### src/rtl/axi_slave_regfile.sv
// AXI-Lite style slave with eight 32-bit registers: 0..6 read/write, 7 reads status_i.
// Optional macro AXI_SLAVE_WSTRB_EN enables per-byte write strobes.
module axi_slave_regfile #(
  parameter logic [31:0] BASE_ADDR = 32'h2000_0000,
  parameter logic [31:0] RESET_VAL = 32'd0
) (
  input  logic        axi_aclk_i,
  input  logic        axi_aresetn_i,
  input  logic [31:0] axi_araddr_i,
  input  logic        axi_arvalid_i,
  output logic        axi_arready_o,
  output logic [31:0] axi_rdata_o,
  output logic        axi_rvalid_o,
  input  logic        axi_rready_i,
  output logic        axi_rresp_o,
  input  logic [31:0] axi_awaddr_i,
  input  logic        axi_awvalid_i,
  output logic        axi_awready_o,
  input  logic [31:0] axi_wdata_i,
  input  logic [3:0]  axi_wstrb_i,
  input  logic        axi_wvalid_i,
  output logic        axi_wready_o,
  output logic        axi_bvalid_o,
  input  logic        axi_bready_i,
  output logic        axi_bresp_o,
  input  logic [31:0] status_i,
  output logic [31:0] ctrl_o,
  output logic        wr_stb_o,
  output logic [2:0]  wr_idx_o
);

  // state    | meaning
  // R_IDLE   | accepting a read address
  // R_DATA   | read data presented, waiting for rready
  // W_IDLE   | accepting write address and data
  // W_HAVE_A | address latched, waiting for write data
  // W_HAVE_D | data latched, waiting for write address
  // W_RESP   | write committed, response presented until bready

  typedef enum logic {R_IDLE, R_DATA} r_state_t;
  typedef enum logic [1:0] {W_IDLE, W_HAVE_A, W_HAVE_D, W_RESP} w_state_t;

  r_state_t r_state, r_state_nxt;
  w_state_t w_state, w_state_nxt;

  logic [31:0] regs [7];

  logic        rd_load;
  logic        rd_hit;
  logic [2:0]  rd_idx;
  logic [31:0] rd_word;

  logic        latch_a, latch_d, commit;
  logic [31:2] aw_addr_q;
  logic [31:0] wdata_q;
  logic [31:0] cm_addr;
  logic [31:0] cm_data;
  logic [2:0]  cm_idx;
  logic        cm_valid;
  logic [31:0] cm_old;
  logic [31:0] cm_wdata;

  function automatic logic in_window(input logic [31:0] a);
    return a[31:5] == BASE_ADDR[31:5];
  endfunction

  // ---------------- read channel ----------------
  always_ff @(posedge axi_aclk_i) begin
    if (axi_aresetn_i) r_state <= R_IDLE;
    else               r_state <= r_state_nxt;
  end

  always_comb begin
    r_state_nxt   = r_state;
    axi_arready_o = 1'b0;
    axi_rvalid_o  = 1'b0;
    rd_load       = 1'b0;
    case (r_state)
      R_IDLE: begin
        axi_arready_o = 1'b1;
        if (axi_arvalid_i) begin
          rd_load     = 1'b1;
          r_state_nxt = R_DATA;
        end
      end
      R_DATA: begin
        axi_rvalid_o = 1'b1;
        if (axi_rready_i) r_state_nxt = R_IDLE;
      end
      default: r_state_nxt = R_IDLE;
    endcase
  end

  assign rd_hit = in_window(axi_araddr_i);
  assign rd_idx = axi_araddr_i[4:2];

  always_comb begin
    rd_word = status_i;
    for (int i = 0; i < 7; i++) begin
      if (rd_idx == 3'(i)) rd_word = regs[i];
    end
  end

  // Sampling regs here at the same edge as a commit naturally yields the pre-write value.
  always_ff @(posedge axi_aclk_i) begin
    if (axi_aresetn_i) begin
      axi_rdata_o <= 32'd0;
      axi_rresp_o <= 1'b0;
    end else if (rd_load) begin
      axi_rdata_o <= rd_hit ? rd_word : 32'd0;
      axi_rresp_o <= rd_hit;
    end
  end

  // ---------------- write channel ----------------
  always_ff @(posedge axi_aclk_i) begin
    if (axi_aresetn_i) w_state <= W_IDLE;
    else               w_state <= w_state_nxt;
  end

  always_comb begin
    w_state_nxt   = w_state;
    axi_awready_o = 1'b0;
    axi_wready_o  = 1'b0;
    axi_bvalid_o  = 1'b0;
    latch_a       = 1'b0;
    latch_d       = 1'b0;
    commit        = 1'b0;
    case (w_state)
      W_IDLE: begin
        axi_awready_o = 1'b1;
        axi_wready_o  = 1'b1;
        if (axi_awvalid_i && axi_wvalid_i) begin
          commit      = 1'b1;
          w_state_nxt = W_RESP;
        end else if (axi_awvalid_i) begin
          latch_a     = 1'b1;
          w_state_nxt = W_HAVE_A;
        end else if (axi_wvalid_i) begin
          latch_d     = 1'b1;
          w_state_nxt = W_HAVE_D;
        end
      end
      W_HAVE_A: begin
        axi_wready_o = 1'b1;
        if (axi_wvalid_i) begin
          commit      = 1'b1;
          w_state_nxt = W_RESP;
        end
      end
      W_HAVE_D: begin
        axi_awready_o = 1'b1;
        if (axi_awvalid_i) begin
          commit      = 1'b1;
          w_state_nxt = W_RESP;
        end
      end
      W_RESP: begin
        axi_bvalid_o = 1'b1;
        if (axi_bready_i) w_state_nxt = W_IDLE;
      end
      default: w_state_nxt = W_IDLE;
    endcase
  end

  // Commit operands come from the live bus unless that half was latched earlier.
  assign cm_addr  = (w_state == W_HAVE_A) ? {aw_addr_q, 2'b00} : axi_awaddr_i;
  assign cm_data  = (w_state == W_HAVE_D) ? wdata_q : axi_wdata_i;
  assign cm_idx   = cm_addr[4:2];
  assign cm_valid = in_window(cm_addr) && (cm_idx != 3'd7);

  always_comb begin
    cm_old = 32'd0;
    for (int i = 0; i < 7; i++) begin
      if (cm_idx == 3'(i)) cm_old = regs[i];
    end
  end

`ifdef AXI_SLAVE_WSTRB_EN
  logic [3:0] wstrb_q;
  logic [3:0] cm_strb;

  assign cm_strb = (w_state == W_HAVE_D) ? wstrb_q : axi_wstrb_i;

  always_ff @(posedge axi_aclk_i) begin
    if (axi_aresetn_i)  wstrb_q <= 4'd0;
    else if (latch_d)   wstrb_q <= axi_wstrb_i;
  end

  always_comb begin
    cm_wdata = cm_old;
    for (int b = 0; b < 4; b++) begin
      if (cm_strb[b]) cm_wdata[b*8 +: 8] = cm_data[b*8 +: 8];
    end
  end
`else
  logic [3:0] unused_strb;
  assign unused_strb = axi_wstrb_i;

  always_comb begin
    cm_wdata = cm_data;
    if (cm_old == 32'd0) cm_wdata = cm_data;
  end
`endif

  logic [5:0] unused_addr_bits;
  assign unused_addr_bits = {axi_araddr_i[1:0], axi_awaddr_i[1:0], cm_addr[1:0]};

  always_ff @(posedge axi_aclk_i) begin
    if (axi_aresetn_i) begin
      aw_addr_q <= '0;
      wdata_q   <= 32'd0;
    end else begin
      if (latch_a) aw_addr_q <= axi_awaddr_i[31:2];
      if (latch_d) wdata_q   <= axi_wdata_i;
    end
  end

  always_ff @(posedge axi_aclk_i) begin
    if (axi_aresetn_i) begin
      for (int i = 0; i < 7; i++) regs[i] <= RESET_VAL;
    end else if (commit && cm_valid) begin
      for (int i = 0; i < 7; i++) begin
        if (cm_idx == 3'(i)) regs[i] <= cm_wdata;
      end
    end
  end

  // Response and strobe are registered at the commit edge so they line up with the first bvalid cycle.
  always_ff @(posedge axi_aclk_i) begin
    if (axi_aresetn_i) begin
      axi_bresp_o <= 1'b0;
      wr_stb_o    <= 1'b0;
      wr_idx_o    <= 3'd0;
    end else begin
      wr_stb_o <= commit && cm_valid;
      if (commit) begin
        axi_bresp_o <= cm_valid;
        wr_idx_o    <= cm_idx;
      end
    end
  end

  assign ctrl_o = regs[0];

endmodule

### config.mk
export PLATFORM = sky130hd
export DESIGN_NAME = axi_slave_regfile
export DESIGN_NICKNAME = d
export VERILOG_FILES = /design/src/rtl/axi_slave_regfile.sv
export SDC_FILE = /design/constraint.sdc
export NUM_CORES = 1
export LEC_CHECK = 0
export ABC_AREA = 1
export CORE_MARGIN = 8
export CORE_UTILIZATION = 69
export CTS_CLUSTER_DIAMETER = 120
export DETAILED_ROUTE_END_ITERATION = 8
export DONT_BUFFER_PORTS = 1
export PLACE_DENSITY = 0.87
export SKIP_CTS_REPAIR_TIMING = 1
export SLEW_MARGIN = 5
export SYNTH_ARGS = -nofsm -noshare
export SYNTH_HDL_FRONTEND = slang
export SYNTH_SLANG_ARGS = --single-unit
### constraint.sdc
create_clock -name axi_aclk_i -period 6.8 [get_ports axi_aclk_i]
set_input_delay 1.02 -clock axi_aclk_i [delete_from_list [all_inputs] [get_ports axi_aclk_i]]
set_output_delay 1.02 -clock axi_aclk_i [all_outputs]
set_load 0.02 [all_outputs]
# Word level (Yosys, flattened, before mapping)
# Memories as Yosys holds them, arrays and structs flattened.
# Cells that the tools add are included.
[classes] reduce_logical=9 bitwise_logic=8 eq_ne=22 n_mux=72
[op_table] op="$mux W32" n=17
[op_table] op="$eq A27 B25 Y1 const B" n=2
[op_table] op="$mux W1" n=46
[op_table] op="$eq A3 B3 Y1 const B" n=6
[op_table] op="$eq A3 B2 Y1 const B" n=4
[op_table] op="$mux W2" n=6
[op_table] op="$pmux W2 S4" n=1
[op_table] op="$or A1 B1 Y1" n=7
[op_table] op="$eq A3 B1 Y1 const B" n=2
[op_table] op="$logic_not A3 Y1" n=2
[op_table] op="$ne A2 B2 Y1 const B" n=3
[op_table] op="$eq A2 B2 Y1 const B" n=2
[op_table] op="$ne A4 B4 Y1 const B" n=1
[op_table] op="$reduce_and A4 Y1" n=1
[op_table] op="$reduce_or A2 Y1" n=2
[op_table] op="$logic_and A1 B1 Y1" n=3
[op_table] op="$ne A3 B3 Y1 const B" n=1
[op_table] op="$pmux W1 S3" n=1
[op_table] op="$eq A2 B1 Y1 const B" n=1
[op_table] op="$logic_not A2 Y1" n=1
[op_table] op="$pmux W1 S2" n=1
[op_table] op="$not A1 Y1" n=1
[word_totals] regBits=103 inputBits=139 output_inout_bits=75 mem_bits_rw=224 n_memories=1
[memory_table] name="regs" depth=7 word_bits=32 rd=7 rd_ports_with_merged_regs=0 write_ports=7 line_no="46" rtl="logic [31:0] regs [7];"

# Logic depth before layout (Yosys ltp)
[logic_depth] ltp_word=9 ltp_mapped=13

# Least setup slack after synthesis
# No wires, ideal clock.
[synth_path] path_kind="input -> register" start="input axi_awvalid_i" end="memory regs[0][0], enable pin" slack_ns=3.532 setup_time_ns=0.389 t_arrival_ns=2.878 stages=11 path_buffers=1 cell_sequence="nand2_1 > inv_1 > o21ai_0 > o21ai_0 > nand2_1 > inv_1 > o21ai_4 > nor2_8 > nand4_4 > buf_6 > nand2_1"
[synth_rtl] item="from (decl)" line_no="17" rtl="input logic axi_awvalid_i,"
[synth_rtl] item="to (decl)" line_no="46"

==> run metrics <==
outcome=completed; CTS tree=built; GR Layer Usage met2=0.4647; fraction of synthesized area in multiplexers=0; Hold Path Class=reg2reg; Worst Tran Pin Value=~1.2 ns; Max VDD drop=0.0002446 V; met1 Use GR=0.3518; number of global-route vias before repair=12220; Yosys top cell area share=0.4278; aggregate global routing overflow=0; IO Port Bufs=0; GRT Overall Usage=0.2844; share of cells above drive strength 1=0.06385; Crit Path Max Fanout=47; Synth area leaders=edfxtp_1 43%, dfxtp_1 13%, nor2_1 11%; Initial Util=0.6988; Synth Register Bits=327; Final min period=~4.5 ns; final setup fails=0; PwrDens=304.5 nW/um2; Total Wirelength=40.75 mm; Leak=7.191 nW; post-synthesis cell count=1903; Post-Synth Simple-Gate Area=0.2762; Worst EP required=6.99 ns; clock root buffer=clkbuf_16; post-synthesis cell area=15730 um2; Clk pin slew, worst setup/hold paths=0.06 ns; Antenna Nets Post-Route=0; ANT cells=0; Iter 0 DRT Violations=about 1600; combinational family with the most area after synthesis=simple AND/OR/NAND/NOR gates; synth unique cells=29; Clock Skew=0.01575 ns; Core Area=22500 um2; CP Capture Type=register; Die X=167.0 um; num rows=55; Adder-Cell Fraction of Synth Area=0.003183; Pins Over Slew Limit=0; CP arrival=4.64 ns; worst-skew pair later-pin latency=0.52 ns; post-synthesis sequential area ratio=0.5589; drt pass-1 iters=6; RSZ-0062 raised after global routing=no; Sink Count=roughly 330; fin crit share=0.6546; placer congestion estimate=0.8448; Vias/cell=~5.9; XOR/XNOR Fraction of Synth Area=0; Area Overhead vs Synth=5.132%; die height=roughly 170 um; Max Clk Rate=~220 MHz; Fin. Hold Viols=0; routed via count=12600; DRC violations left=0; initial antenna violation count=0; cts bufs inserted=34; CTS max path bufs=3; post-place setup slack=between 2 and 2.5 ns; Ys Warns=0; GR peak layer=met2; Worst Setup Start Kind=register; post-synthesis compound-gate area fraction=0.06668; setup TNS=0 ns; Rel. slew slack=0.1977; CP Class=reg2reg; io pins=214; Final WS setup=2.349 ns; final net count=1966; post-synth top area cell=edfxtp_1; H-tree levels=2; Routed wire per std cell=19.10 um; largest net degree at the start of global routing=64; Detailed Place HPWL=25.94 mm; met3 usage=0.07683; Max Cap Viol=0; syn_nets=between 2000 and 2500; first-pass GRT wire length=63.42 mm; syn_area_per_cell=about 8.3 um2; fill count=approximately 1600; Die ar.=27880 um2
-- worst max-delay path, cell delays in order, from the launching register on --
cell     delay, ns
dfxtp_1       0.34
inv_1         0.09
ha_1          0.14
buf_4         0.39
inv_1         0.44
o21ai_0       0.28
nand2_1       0.13
inv_1         0.21
o21ai_4       0.11
nor2_8        0.25
nand4_4       0.54
nand2_1       0.76
buf_4         0.40
-- per-stage QoR --
stage | instances | util | hold slack [ns] | total power [mW] | area [um2]
2_1_floorplan | 1903 | - | 0.4698 | 3.068 | 15730
3_3_place_gp | 2072 | 0.6879 | 0.4859 | 3.252 | 15480
3_5_place_dp | 2072 | 0.6879 | 0.4977 | 3.291 | 15480
4_1_cts | 2133 | 0.7347 | 0.5160 | 5.020 | 16530
5_1_grt | 2133 | 0.7347 | 0.5576 | 5.223 | 16530
6_report | 2133 | 0.7347 | 0.5139 | 5.034 | 16530
-- placed cells by master (no fill, tap or decap), types with 5 or more instances in the layout --
cell type and instances:
or2_2 35, nand4_1 16, clkbuf_1 9, clkbuf_16 37
nor3_1 7, nand3_1 109, dfxtp_1 103, nor2_1 439
a21oi_1 103, clkinv_1 8, buf_4 18, o21ai_0 87
clkinv_2 5, nand4_4 6, nand2_1 419, edfxtp_1 224
inv_1 192
-- where the power goes --
group	internal (mW)	switching, mW	leakage (nW)	total [mW]
registers	2.30	0.0934	3.15	2.39
clock network	1.02	0.738	0.519	1.76
logic	0.209	0.675	3.52	0.884
-- sequential cells by signal, summed over array words and instances, names as in the netlist --
signal / count
aw_addr_q: 30
axi_bresp_o: 1
axi_rdata_o: 32
axi_rresp_o: 1
r_state: 1
regs: 224
w_state: 2
wdata_q: 32
wr_idx_o: 3
wr_stb_o: 1
-- final cells by class --
type | instances | area, um2 | share of cell area
clock buffers | 49 | 1001 | 0.06055
flip-flops and latches | 327 | 8788 | 0.5316
multi-input cells | 1248 | 5472 | 0.3310
inverters | 194 | 728.2 | 0.04405
repair buffers | 18 | 135.1 | 0.008174
clock inverters | 12 | 51.30 | 0.003103
well taps | 285 | 356.6 | 0.02157
-- cell usage after synthesis --
cell type / count
a211oi_1: 1
buf_6: 18
buf_4: 32
edfxtp_1: 224
o21ai_2: 1
buf_1: 4
nor2_1: 440
a21oi_1: 103
nor3_2: 2
clkbuf_1: 73
buf_2: 7
nand2_1: 423
o21ai_0: 87
dfxtp_1: 103
ha_1: 4
nor3_1: 8
or2_2: 35
o22ai_1: 1
nor2_8: 1
inv_1: 192
a22o_1: 2
nand4_4: 6
nand4_1: 16
clkinv_1: 2
nor4_1: 4
o41ai_1: 1
o21ai_4: 3
or2_1: 1
nand3_1: 109
-- routing by layer --
layer | part of all wire | vias up
met2 | 0.47 | 810
met4 | 0.032 | 0
li1 | - | 5874
met1 | 0.37 | 5809
met5 | 0 | -
met3 | 0.13 | 103
-- cell families (layout without fill, tap and decap cells) --
| family | Yosys count | after routing |
|---|---|---|
| AO/OA/AOI/OAI | 199 | 199 |
| adder cells (fa/ha/maj) | 4 | 4 |
| buffers and inverters | 328 | 273 |
| flip-flops | 327 | 327 |
| AND/OR/NAND/NOR | 1045 | 1045 |
-- worst paths after layout --
check | from | end | slack, ns | cells past startpoint
max | w_state[0]$_SDFFE_PP0P_ | regs[0][24]$_SDFFCE_PN0P_ | 2.35 | 12
min | aw_addr_q[13]$_SDFFE_PP0P_ | aw_addr_q[13]$_SDFFE_PP0P_ | 0.51 | 2
max reg2reg | w_state[0]$_SDFFE_PP0P_ | regs[0][24]$_SDFFCE_PN0P_ | 2.35 | 12
min reg2reg | aw_addr_q[13]$_SDFFE_PP0P_ | aw_addr_q[13]$_SDFFE_PP0P_ | 0.51 | 2
Note: power is estimated with default switching activity, not from simulation.
